===== src/rtl/hazard_scoreboard_pkg.sv =====
// Shared WISC-16 pipeline definitions: register width, opcodes, bypass-select
// encodings and the in-flight pipe-entry record used by hazard_scoreboard.
package wisc_pkg;

  localparam int REG_W = 3;

  localparam logic [3:0] OP_ADD  = 4'b0000;
  localparam logic [3:0] OP_SUB  = 4'b0001;
  localparam logic [3:0] OP_ADDI = 4'b0100;
  localparam logic [3:0] OP_LD   = 4'b1000;
  localparam logic [3:0] OP_ST   = 4'b1001;
  localparam logic [3:0] OP_BR   = 4'b1100;

  localparam logic [1:0] FWD_NONE  = 2'd0;
  localparam logic [1:0] FWD_EXMEM = 2'd1;
  localparam logic [1:0] FWD_MEMWB = 2'd2;

  typedef struct packed {
    logic             valid;
    logic [REG_W-1:0] dest;
    logic             load;
  } pipe_entry_t;

  // The youngest producer (EX) holds the freshest value, so it wins over MEM.
  function automatic logic [1:0] fwd_select(input logic m_ex, input logic m_mem);
    if (m_ex)       return FWD_EXMEM;
    else if (m_mem) return FWD_MEMWB;
    else            return FWD_NONE;
  endfunction

endpackage


===== src/rtl/hazard_scoreboard_if.sv =====
// Decode-to-scoreboard bus: operand/destination info in, stall and bypass selects out.
interface hazard_scoreboard_if #(parameter int CNT_W = 16);
  import wisc_pkg::*;

  // No valid/ready pair: id_valid qualifies the decode fields every cycle and
  // stall is the only back-pressure; decode must hold its instruction while stall=1.
  logic [REG_W-1:0] readReg_1;
  logic [REG_W-1:0] readReg_2;
  logic             rd1_used;
  logic             rd2_used;
  logic [REG_W-1:0] writeReg;
  logic             wr_en;
  logic             is_load;
  logic             id_valid;
  logic             flush;
  logic             stall;
  logic [1:0]       fwd1_sel;
  logic [1:0]       fwd2_sel;
  logic [CNT_W-1:0] stall_cnt;

  modport master (
    output readReg_1, readReg_2, rd1_used, rd2_used, writeReg, wr_en, is_load,
           id_valid, flush,
    input  stall, fwd1_sel, fwd2_sel, stall_cnt
  );

  modport slave (
    input  readReg_1, readReg_2, rd1_used, rd2_used, writeReg, wr_en, is_load,
           id_valid, flush,
    output stall, fwd1_sel, fwd2_sel, stall_cnt
  );
endinterface


===== src/rtl/hazard_scoreboard_sat_counter.sv =====
// Saturating up-counter: increments on inc, sticks at all ones, clears on rst.
module sat_counter #(
  parameter int CNT_W = 16
) (
  input  logic             clk,
  input  logic             rst,
  input  logic             inc,
  output logic [CNT_W-1:0] count
);
  logic [CNT_W-1:0] count_q, count_d;

  always_comb begin
    count_d = count_q;
    if (inc && !(&count_q)) count_d = count_q + 1'b1;
  end

  always_ff @(posedge clk) begin
    if (rst) count_q <= '0;
    else     count_q <= count_d;
  end

  assign count = count_q;
endmodule


===== src/rtl/hazard_scoreboard.sv =====
// RAW hazard scoreboard for the WISC-16 ID stage; tracks EX/MEM destinations.
// Build with WISC_FORWARD_EN defined for load-use-only stalls plus bypass selects.
module hazard_scoreboard
  import wisc_pkg::*;
#(
  parameter int CNT_W = 16
) (
  input logic               clk,
  input logic               rst,
  hazard_scoreboard_if.slave bus
);
  pipe_entry_t ex_q, ex_d, mem_q;
  logic m1_ex, m2_ex, m1_mem, m2_mem;
  logic hazard, stall, advance;
  logic mem_load_unused;

  assign m1_ex  = bus.rd1_used & bus.id_valid & ex_q.valid  & (ex_q.dest  == bus.readReg_1);
  assign m2_ex  = bus.rd2_used & bus.id_valid & ex_q.valid  & (ex_q.dest  == bus.readReg_2);
  assign m1_mem = bus.rd1_used & bus.id_valid & mem_q.valid & (mem_q.dest == bus.readReg_1);
  assign m2_mem = bus.rd2_used & bus.id_valid & mem_q.valid & (mem_q.dest == bus.readReg_2);

`ifdef WISC_FORWARD_EN
  assign hazard = (m1_ex | m2_ex) & ex_q.load;
`else
  assign hazard = m1_ex | m2_ex | m1_mem | m2_mem;
`endif

  // A taken branch kills the ID instruction, so there is nothing left to hold.
  assign stall   = hazard & ~bus.flush;
  assign advance = ~stall & ~bus.flush;

  always_comb begin
    ex_d = '0;
    if (advance) begin
      ex_d.valid = bus.id_valid & bus.wr_en;
      ex_d.dest  = bus.writeReg;
      ex_d.load  = bus.is_load;
    end
  end

  always_ff @(posedge clk) begin
    if (rst) begin
      ex_q  <= '0;
      mem_q <= '0;
    end else begin
      ex_q  <= ex_d;
      mem_q <= ex_q;
    end
  end

  // WB is not tracked, so nothing downstream consumes the MEM load flag.
  assign mem_load_unused = mem_q.load;

`ifdef WISC_FORWARD_EN
  logic [1:0] fwd1_q, fwd1_d, fwd2_q, fwd2_d;

  always_comb begin
    fwd1_d = FWD_NONE;
    fwd2_d = FWD_NONE;
    if (advance) begin
      fwd1_d = fwd_select(m1_ex, m1_mem);
      fwd2_d = fwd_select(m2_ex, m2_mem);
    end
  end

  always_ff @(posedge clk) begin
    if (rst) begin
      fwd1_q <= FWD_NONE;
      fwd2_q <= FWD_NONE;
    end else begin
      fwd1_q <= fwd1_d;
      fwd2_q <= fwd2_d;
    end
  end

  assign bus.fwd1_sel = fwd1_q;
  assign bus.fwd2_sel = fwd2_q;
`else
  assign bus.fwd1_sel = FWD_NONE;
  assign bus.fwd2_sel = FWD_NONE;
`endif

  assign bus.stall = stall;

  sat_counter #(.CNT_W(CNT_W)) u_stall_cnt (
    .clk   (clk),
    .rst   (rst),
    .inc   (stall),
    .count (bus.stall_cnt)
  );
endmodule


===== src/flat_wrapper.sv =====
// flat-port wrapper written by rule: the top's interface ports become plain ports
module hazard_scoreboard_flat import wisc_pkg::*;
#(
  parameter int CNT_W = 16
)
  (clk, rst, bus_readReg_1, bus_readReg_2, bus_rd1_used, bus_rd2_used, bus_writeReg, bus_wr_en, bus_is_load, bus_id_valid, bus_flush, bus_stall, bus_fwd1_sel, bus_fwd2_sel, bus_stall_cnt);
  hazard_scoreboard_if #(.CNT_W(CNT_W)) bus_i ();
  input logic clk;
  input logic rst;
  input wire logic [$bits(bus_i.readReg_1)-1:0] bus_readReg_1;
  input wire logic [$bits(bus_i.readReg_2)-1:0] bus_readReg_2;
  input wire logic [$bits(bus_i.rd1_used)-1:0] bus_rd1_used;
  input wire logic [$bits(bus_i.rd2_used)-1:0] bus_rd2_used;
  input wire logic [$bits(bus_i.writeReg)-1:0] bus_writeReg;
  input wire logic [$bits(bus_i.wr_en)-1:0] bus_wr_en;
  input wire logic [$bits(bus_i.is_load)-1:0] bus_is_load;
  input wire logic [$bits(bus_i.id_valid)-1:0] bus_id_valid;
  input wire logic [$bits(bus_i.flush)-1:0] bus_flush;
  output wire logic [$bits(bus_i.stall)-1:0] bus_stall;
  output wire logic [$bits(bus_i.fwd1_sel)-1:0] bus_fwd1_sel;
  output wire logic [$bits(bus_i.fwd2_sel)-1:0] bus_fwd2_sel;
  output wire logic [$bits(bus_i.stall_cnt)-1:0] bus_stall_cnt;
  assign bus_i.readReg_1 = bus_readReg_1;
  assign bus_i.readReg_2 = bus_readReg_2;
  assign bus_i.rd1_used = bus_rd1_used;
  assign bus_i.rd2_used = bus_rd2_used;
  assign bus_i.writeReg = bus_writeReg;
  assign bus_i.wr_en = bus_wr_en;
  assign bus_i.is_load = bus_is_load;
  assign bus_i.id_valid = bus_id_valid;
  assign bus_i.flush = bus_flush;
  assign bus_stall = bus_i.stall;
  assign bus_fwd1_sel = bus_i.fwd1_sel;
  assign bus_fwd2_sel = bus_i.fwd2_sel;
  assign bus_stall_cnt = bus_i.stall_cnt;
  hazard_scoreboard #(.CNT_W(CNT_W)) u_core (.clk(clk), .rst(rst), .bus(bus_i));
endmodule

===== config.mk =====
export PLATFORM = sky130hd
export DESIGN_NAME = hazard_scoreboard_flat
export DESIGN_NICKNAME = d
export VERILOG_FILES = /design/src/rtl/hazard_scoreboard_pkg.sv /design/src/rtl/hazard_scoreboard_if.sv /design/src/rtl/hazard_scoreboard_sat_counter.sv /design/src/rtl/hazard_scoreboard.sv /design/src/flat_wrapper.sv
export SDC_FILE = /design/constraint.sdc
export NUM_CORES = 1
export LEC_CHECK = 0
export ABC_AREA = 1
export ABC_CLOCK_PERIOD_IN_PS = 2100
export BUFFER_PORTS_ARGS = -buffer_cell sky130_fd_sc_hd__buf_4
export CAP_MARGIN = 20
export CELL_PAD_IN_SITES_DETAIL_PLACEMENT = 0
export CELL_PAD_IN_SITES_GLOBAL_PLACEMENT = 2
export CORE_MARGIN = 4
export CORE_UTILIZATION = 27
export CTS_CLUSTER_SIZE = 16
export DETAILED_ROUTE_END_ITERATION = 7
export HOLD_SLACK_MARGIN = 0.08
export PLACE_DENSITY = 0.85
export REMOVE_ABC_BUFFERS = 1
export SYNTH_ARGS = -nofsm -noshare
export SYNTH_HDL_FRONTEND = slang
export SYNTH_SLANG_ARGS = --single-unit
export TNS_END_PERCENT = 5

===== constraint.sdc =====
create_clock -name clk -period 2.1 [get_ports clk]
set_clock_uncertainty 0.15 [all_clocks]
set_input_delay 0.105 -clock clk [delete_from_list [all_inputs] [get_ports clk]]
set_output_delay 0.105 -clock clk [all_outputs]
set_load 0.05 [all_outputs]

* After elaboration in Yosys (flattened, before gate mapping) *
Index checks and enable logic that the tools add are counted.

word-level totals
  register bits = 24
  input port bits = 17
  word-level logic and storage cells = 33

cells by class
  add/subtract/negate cells = 1
  eq/ne operators = 4
  bitwise logic cells = 19
  reduce and logical (&&, ||, !) cells = 4

operator list
  operator                                                          number
  16-bit by 1-bit adder with 16-bit output (second input constant)  1
  16-bit AND reduction                                              1
  1-bit bitwise AND                                                 13
  3-bit equality test                                               4
  1-bit inverter                                                    3
  1-bit bitwise OR                                                  3
  2-bit OR reduction                                                1
  1-bit logical AND                                                 1
  1-bit logical NOT                                                 1

* Logic depth before layout (Yosys ltp) *
Gate-level depths: netlist of run 1.

  word-level depth = 11
  depth in mapped cells = 13
  gate-level depth less buffers = 12

* By module *
A second synthesis of run 1 with hierarchy kept.

second synthesis, totals
  cell total of the unflattened synthesis = 240
  area, all modules = 1496.4 µm²

modules (own cells, without submodules)
  module             times used  cells an instance  area an instance (µm²)  sequential area each (µm²)
  sat_counter        1           146                978.4                   320.3
  hazard_scoreboard  1           94                 518.0                   160.2

* Least setup slack after synthesis of run 1 *
No wires, ideal clock.

  path type = reg2reg
  start = reg u_core.u_stall_cnt.count_q[1], in the netlist u_core.u_stall_cnt.count[1]
  end = reg u_core.u_stall_cnt.count_q[15], in the netlist u_core.u_stall_cnt.count[15]
  library setup time = 128 ps
  arrival time = 1776 ps
  data required time = 1822 ps
  setup slack = 46 ps
  stages on the path, launching flop included = 11
  path buffers = 0
  path through = dfxtp_1 -> ha_1 -> nand2_2 -> nor2_2 -> nand3_4 -> nor2_8 -> nor2_1 -> nand3_1 -> nand2_1 -> nand2_1 -> nor2_1

between the ends
  longest elaborated chain between the ends = 3
  elaborated cells between the ends (all ways) = 4

RTL lines
  item                                                                                              line                                 source
  from (decl)                                                                                       hazard_scoreboard_sat_counter.sv:10  logic [CNT_W-1:0] count_q, count_d;
  from (signal assigned)                                                                            hazard_scoreboard_sat_counter.sv:19  else count_q <= count_d;
  parallel branches: the longest is 3 deep, another holds 16-bit by 1-bit adder with 16-bit output  -

Several ways; the timed one is not identified.
A chain may end at the register's enable or synchronous reset.

* Worst setup path after layout of run 1 *
  start = reg u_core.u_stall_cnt.count_q[0], in the netlist u_core.u_stall_cnt.count[0]
  end = reg u_core.u_stall_cnt.count_q[1], in the netlist u_core.u_stall_cnt.count[1]

Same word-level chain as after synthesis.

==> results of run 1 <==
[layout make-up]
cell class / count / area share
clock buffer: 3 / 0.0208
clock inverter: 1 / 0.0151
inverter: 44 / 0.0844
multi-input combinational: 191 / 0.441
sequential: 24 / 0.242
tap: 72 / 0.0453
timing repair buffer: 38 / 0.151
[layout by cell type, fill, tap and decap left out, drive strengths merged]
cell type	n
inv	43
ha	1
nand3	21
dfxtp	24
bufinv	1
nand2	91
clkbuf	3
dlygate4sd3	6
a21oi	3
xor2	2
nor3	4
o21a	2
clkinv	1
buf	32
nor2	49
conb	4
nand4	14
[through the flow]
| step | cells | total power [W] | setup slack, ns |
|---|---|---|---|
| after global placement | 363 | 0.000571 | 0.241 |
| after CTS | 373 | 0.00100 | 0.209 |
| final | 373 | 0.000983 | 0.243 |
| after floorplan | 259 | 0.000528 | 0.0397 |
| after detailed placement | 363 | 0.000571 | 0.235 |
| after global routing | 373 | 0.00104 | 0.0551 |
[tightest hold or removal path, delay by kind of cell, from the launching register on]
family / cells / cell delay [ns]
simple gates: 1 / 0.03
flops: 1 / 0.33
buf+inv: 1 / 0.05
[registers in the layout, summed over array words and instances (netlist names)]
name,cells
u_core.mem_q,4
u_core.u_stall_cnt.count,16
u_core.ex_q,4
[power by group through the flow]
stage | clock network [W] | logic [W] | registers, W
6_report | 0.000416 | 0.000104 | 0.000464
3_3_place_gp | 0 | 0.0000965 | 0.000475
2_1_floorplan | 0 | 0.0000527 | 0.000475
4_1_cts | 0.000435 | 0.000105 | 0.000464
5_1_grt | 0.000454 | 0.000118 | 0.000465
3_5_place_dp | 0 | 0.0000961 | 0.000474
[worst max path at each step]
stage | start | end | slack [ns] | cells after the start
final | u_core.u_stall_cnt.count[0] | u_core.u_stall_cnt.count[1] | 0.24 | 10
after global routing | u_core.u_stall_cnt.count[1] | u_core.u_stall_cnt.count[8] | 0.06 | 10
after CTS | u_core.u_stall_cnt.count[0] | u_core.u_stall_cnt.count[1] | 0.21 | 10
after detailed placement | u_core.u_stall_cnt.count[1] | u_core.u_stall_cnt.count[1] | 0.24 | 10
after global placement | u_core.u_stall_cnt.count[0] | u_core.u_stall_cnt.count[1] | 0.24 | 10
after floorplan | u_core.u_stall_cnt.count[1] | u_core.u_stall_cnt.count[0] | 0.04 | 10
[layer usage]
metal / wire length, microns / vias to the layer above / GRT usage
li1: - / 879 / -
met5: 0 / - / 0
met1: 1840 / 692 / 0.142
met2: 1740 / 30 / 0.197
met3: 196 / 2 / 0.0294
met4: 20 / 0 / 0.0173
[logic make-up (layout without fill, tap and decap cells)]
kind of cell,count (synthesis),count (layout),share of synthesized area
other cells,1,4,0.00237
compound gates,5,5,0.0190
fa+ha+maj,1,1,0.00792
simple gates,179,179,0.508
buf+inv,54,86,0.147
flops,24,24,0.304
xor+xnor,2,2,0.0111
[timing repair]
| action | in CTS | in global routing |
|---|---|---|
| hold buffers | 6 | 0 |
| hold endpoints to repair | 19 | 0 |
| endpoints found under the setup margin | 0 | 0 |
==> results.md, run 1 <==
- Worst Path Max Fanout: 9
- Internal power contribution: 0.000755 W
- Critical path's slowest cell: sky130_fd_sc_hd__dfxtp_1
- Combined flip-flop and latch cell area: 480 sq um
- CP arrival: 1.88 ns
- Post-Synthesis Mean Instance Area: 5.94 sq um
- Hold Path Stages: 2
- Fraction of layout instances using a drive strength above 1: 0.186
- Crit path required time: 2.12 ns
- Fin area: 1990 sq um
- DP Area: 1860 sq um
- Clock slew at the register clock pins of the worst setup and hold paths: 0.09 ns
- Fillers: 638
- Status: finished clean
- Clock Tree Root: sky130_fd_sc_hd__clkbuf_8
- Gate power share: 0.106
- Area added between synthesis and finish: 25.8%
- Transition time at the pin with the least slew margin: 0.722 ns
- Area share of the largest cell type after synthesis: 0.304
- Die Span Y: 84.5 microns
- Post-synthesis cell count: 266
- Clock H-tree levels: 1
- Max-slew violation count: 0
- Relative slew margins: 0.516
- Combined global-route utilization of all metal layers: 0.113
- Cell family contributing the most delay on the critical path: simple AND/OR/NAND/NOR gates
- Part of the power in registers: 0.472
- Sum Neg Setup Slack: 0 ns
- Multi-input combinational cell area: 877 sq um
- Share of the clock period used by the worst path after layout: 0.884
- Number of global-route vias before repair: 1550
- Crit path buf inv count: 1
- Hold Startpoint: u_core.ex_q[4]
- Chip width: 84.5 microns
- Maximum operating frequency: 0.539 GHz
- Cells taking the most area after synthesis: sky130_fd_sc_hd__dfxtp_1 (30%), sky130_fd_sc_hd__nand2_1 (21%), sky130_fd_sc_hd__nor2_1 (11%)
- Count of flip-flops with a built-in enable after synthesis: 0
- Kind of start point of the critical path: register
- Total CTS buffers: 3
- Initial antenna violation count: 0
- TritonCTS clock tree: done
- Sequential share of the synthesized area: 0.304
- Final Util: 0.356
- Psw: 0.000229 W
- Fraction of power spent switching nets: 0.233
- Top Ports: 38
- Min-Delay Endpoint: u_core.mem_q[4]
- Setup-failing EPs final: 0
- Number of library cell types mapped by synthesis: 26
- Worst R2R Setup Slack: 0.24 ns
- Final hold slack: 0.292 ns
- Setup Crit Path Kind: register to register
- Most repeated library cell on the critical path: sky130_fd_sc_hd__nand2_1
- Sinks on the clock net: 24
- Routed Antenna Nets: 0
- Kind of end point of the critical path: register
- Starting DRT DRC Count: 44
- Async SR Flop Fraction: 0
- Number of cell instances on the worst register-to-register path: 10
- First-pass GRT wire length: 6790 microns
- Wire length per cell: 10.2 microns
- Detail Placement HPWL: 2830 microns
- Area leader, netlist: sky130_fd_sc_hd__dfxtp_1
- Routability congestion estimate from global placement: 0.704
- Core region area: 5570 sq um
- Ant. Diodes: 0
- Effective utilization at floorplan: 0.283
- Post-synth top cells: sky130_fd_sc_hd__nand2_1 (88), sky130_fd_sc_hd__nor2_1 (45), sky130_fd_sc_hd__inv_1 (34)
- Number of gates resized after cts: 0
- Reg-to-reg endpoint: u_core.u_stall_cnt.count[1]
- Final Hold Fails: 0
- Total number of nets in the final design: 320
- Stage delay of the slowest cell on the critical path: 0.39 ns
- Port bufs: 32
- Source-to-sink clock delay at the later pin of the worst-skew pair: 0.27 ns
- Gr ovfl total: 0
- Final routed DRC violation total: 0
- Flip-flop and latch count after synthesis: 24
- Max-cap violations: 0
- Worst vdd rail ir drop: 0.000248 V
- Largest buffer count on any clock path: 2
- Hold Path Class: register to register
- Pre-Repair DR Iteration Count: 4
- Die Area: 7140 sq um
- Total number of placement rows: 27
- Post-CTS Setup Inserts: 0
- Shortest clock period the worst path allows after layout: 1.86 ns
- Cell area power density: 495 nW/um^2
- Clock share of power: 0.423
- Leakage: 0.975 nW
- Cells traversed along the worst timing path: ha_1, nand2_2, nor2_2, nand3_4, nor2_8, inv_4, nand3_2, nand2_1, nand2_1, nor2_1
- Unrepaired setup endpoints after global routing: false
- Maximum number of pins on one net before global-route repair: 28
- Total wire length after detailed routing: 3800 microns
- Prevailing post-synth register cell: sky130_fd_sc_hd__dfxtp_1
- Reg2Reg Launch Point: u_core.u_stall_cnt.count[0]
- Post-detailed-route via-to-cell ratio: 4.30
- Total number of vias: 1603
- Number of warnings printed during yosys synthesis: 0
- Most repeated cell in the gate-level netlist after synthesis: sky130_fd_sc_hd__nand2_1
- Syn Std Cell Area: 1580 sq um
No activity file was read; power rests on OpenSTA's default activity.
==> run 2: changes to the inputs <==
--- a/config.mk
+++ b/config.mk
@@ -6,7 +6,7 @@
 export NUM_CORES = 1
 export LEC_CHECK = 0
 export ABC_AREA = 1
-export ABC_CLOCK_PERIOD_IN_PS = 2100
+export ABC_CLOCK_PERIOD_IN_PS = 1890
 export BUFFER_PORTS_ARGS = -buffer_cell sky130_fd_sc_hd__buf_4
 export CAP_MARGIN = 20
 export CELL_PAD_IN_SITES_DETAIL_PLACEMENT = 0
==> constraint.sdc (replaced) <==
create_clock -name clk -period 1.89 [get_ports clk]
set_clock_uncertainty 0.15 [all_clocks]
set_input_delay 0.0945 -clock clk [delete_from_list [all_inputs] [get_ports clk]]
set_output_delay 0.0945 -clock clk [all_outputs]
set_load 0.05 [all_outputs]
==> run 2 against run 1 <==
- final cell count increased by 1.3%
- worst hold slack got worse by 0.0025 ns
- clock power increased by 13%
- total power increased by 12%
- critical endpoint unchanged
- critical path depth unchanged
- wire length increased by 1.4%
- non-clock buffer count increased by 4
- sequential share of layout area decreased by 0.41 points
- sequential power increased by 11%
==> results.md, run 2 (synthesized netlist as in run 1, its figures left out) <==
- Relative slew margins: 0.502 (-0.0140)
- Worst vdd rail ir drop: 0.000302 V (+22%)
- Final hold slack: 0.289 ns (-0.00252 ns)
- Final routed DRC violation total: 0 (unchanged)
- Top Ports: 38 (unchanged)
- Pre-Repair DR Iteration Count: 4 (unchanged)
- Hold Path Class: register to register
- Clock slew at the register clock pins of the worst setup and hold paths: 0.10 ns (about the same)
- Area added between synthesis and finish: 30.3%
- Maximum number of pins on one net before global-route repair: 28 (unchanged)
- Clock Tree Root: sky130_fd_sc_hd__clkbuf_8
- Worst Slack Setup Final: 0.140 ns (-0.104 ns)
- Commonest non-fill, non-tap cells in the layout: sky130_fd_sc_hd__nand2_1 (88), sky130_fd_sc_hd__nor2_1 (45), sky130_fd_sc_hd__buf_4 (36)
- Post-place setup slack: 0.0934 ns (-0.142 ns)
- Maximum operating frequency: 0.571 GHz (+6.1%)
- Total number of vias: 1623 (+1.2%)
- Combined flip-flop and latch cell area: 489 sq um (+1.8%)
- Starting DRT DRC Count: 59 (+34%)
- Largest buffer count on any clock path: 2 (unchanged)
- Core region area: 5570 sq um (unchanged)
- Routed Antenna Nets: 0 (unchanged)
- Die Span Y: 84.5 microns (unchanged)
- Share of the clock period used by the worst path after layout: 0.926 (+0.0420)
- Cell area power density: 534 nW/um^2 (+7.9%)
- TritonCTS clock tree: done
- Number of flip-flops in the largest register: 16 (unchanged)
- Most common cell after layout, fill and taps aside: sky130_fd_sc_hd__nand2_1
- Leakage: 0.999 nW (+2.5%)
- Transition time at the pin with the least slew margin: 0.743 ns (+0.0208 ns)
- Number of global-route vias before repair: 1575 (+1.6%)
- Final Hold Fails: 0 (unchanged)
- Port bufs: 32 (unchanged)
- Chip width: 84.5 microns (unchanged)
- Initial antenna violation count: 0 (unchanged)
- Multi-input combinational cell area: 910 sq um (+3.7%)
- Post-detailed-route via-to-cell ratio: 4.29 (about the same)
- Source-to-sink clock delay at the later pin of the worst-skew pair: 0.28 ns (about the same)
- Max-cap violations: 0 (unchanged)
- Ant. Diodes: 0 (unchanged)
- Total number of nets in the final design: 325 (+1.6%)
- Setup Crit Path Kind: register to register
- First-pass GRT wire length: 6790 microns (unchanged)
- Die Area: 7140 sq um (unchanged)
- Total CTS buffers: 3 (unchanged)
- Setup-failing EPs final: 0 (unchanged)
- Fillers: 618 (-3.1%)
- Total number of placement rows: 27 (unchanged)
- CP arrival: 1.78 ns (-0.10 ns)
- Gr ovfl total: 0 (unchanged)
- Total wire length after detailed routing: 3850 microns (+1.4%)
- Sinks on the clock net: 24 (unchanged)
- Kind of end point of the critical path: register
- Routability congestion estimate from global placement: 0.703 (-0.20%)
- Crit path required time: 1.92 ns (-0.20 ns)
- Count of placed standard cells in the final layout, fillers left out: 378 (+1.3%)
- Max-slew violation count: 0 (unchanged)
- Effective utilization at floorplan: 0.283 (unchanged)
- Unrepaired setup endpoints after global routing: false
- Clock H-tree levels: 1 (unchanged)
- Worst Path Max Fanout: 7 (-2)
- Shortest clock period the worst path allows after layout: 1.75 ns (-0.106 ns)
- Kind of start point of the critical path: register
- Fraction of layout instances using a drive strength above 1: 0.229 (+0.0427)
- Wire length per cell: 10.2 microns (+0.11%)
- Detail Placement HPWL: 2850 microns (+0.54%)
- Count of placed standard cells including taps: 367 (+1.1%)
- Combined global-route utilization of all metal layers: 0.112 (-0.000339)
- Status: finished clean
run 2: worst paths after layout:
| check | cells past startpoint | to | slack [ns] | startpoint |
|---|---|---|---|---|
| hold / removal | 2 | u_core.mem_q[4] | 0.29 | u_core.ex_q[4] |
| setup reg to reg | 10 | u_core.u_stall_cnt.count[1] | 0.14 | u_core.u_stall_cnt.count[0] |
| setup / recovery | 10 | u_core.u_stall_cnt.count[1] | 0.14 | u_core.u_stall_cnt.count[0] |
| hold reg to reg | 2 | u_core.mem_q[4] | 0.29 | u_core.ex_q[4] |
run 2: worst max-delay path: stages (launching register included):
cell	delay (ns)
sky130_fd_sc_hd__dfxtp_2	0.37
sky130_fd_sc_hd__ha_2	0.20
sky130_fd_sc_hd__nand2_2	0.08
sky130_fd_sc_hd__nor2_4	0.13
sky130_fd_sc_hd__nand3_4	0.16
sky130_fd_sc_hd__nor2_4	0.20
sky130_fd_sc_hd__inv_4	0.05
sky130_fd_sc_hd__nand3_2	0.13
sky130_fd_sc_hd__nand2_1	0.08
sky130_fd_sc_hd__nand2_1	0.07
sky130_fd_sc_hd__nor2_1	0.04
run 2: what timing repair did:
action / CTS / global route
hold buffers: 6 / 0
gates resized for setup: 0 / 11
endpoints found under the setup margin: 0 / 13
buffers inserted: 0 / 0
endpoints found under the hold margin: 19 / 0
run 2: per-layer routing:
layer / vias to the layer above / track usage / routed length [microns]
li1: 890 / - / -
met1: 691 / 0.137 / 1840
met2: 37 / 0.199 / 1760
met3: 5 / 0.0206 / 195
met4: 0 / 0.0345 / 52
met5: - / 0 / 0
run 2: layout make-up:
type / count / area share
Inverter: 44 / 0.0815
Clock buffer: 3 / 0.0201
Multi-Input combinational cell: 192 / 0.442
Clock inverter: 1 / 0.0146
Sequential cell: 24 / 0.238
Tap cell: 72 / 0.0438
Timing Repair Buffer: 42 / 0.160
run 2: per-stage QoR:
stage,setup TNS (ns),util,area (sq um),total power (W)
3_3_place_gp,0,0.338,1890,0.000635
3_5_place_dp,0,0.338,1890,0.000634
2_1_floorplan,-2.32,-,1530,0.000586
5_1_grt,0,0.369,2060,0.00115
4_1_cts,0,0.362,2020,0.00111
6_report,0,0.369,2060,0.00110
run 2: power by group:
| group | switching, W | internal, W | total (W) |
|---|---|---|---|
| sequential | 0.00000423 | 0.000512 | 0.000516 |
| combinational | 0.0000711 | 0.0000444 | 0.000115 |
| clock | 0.000184 | 0.000284 | 0.000468 |
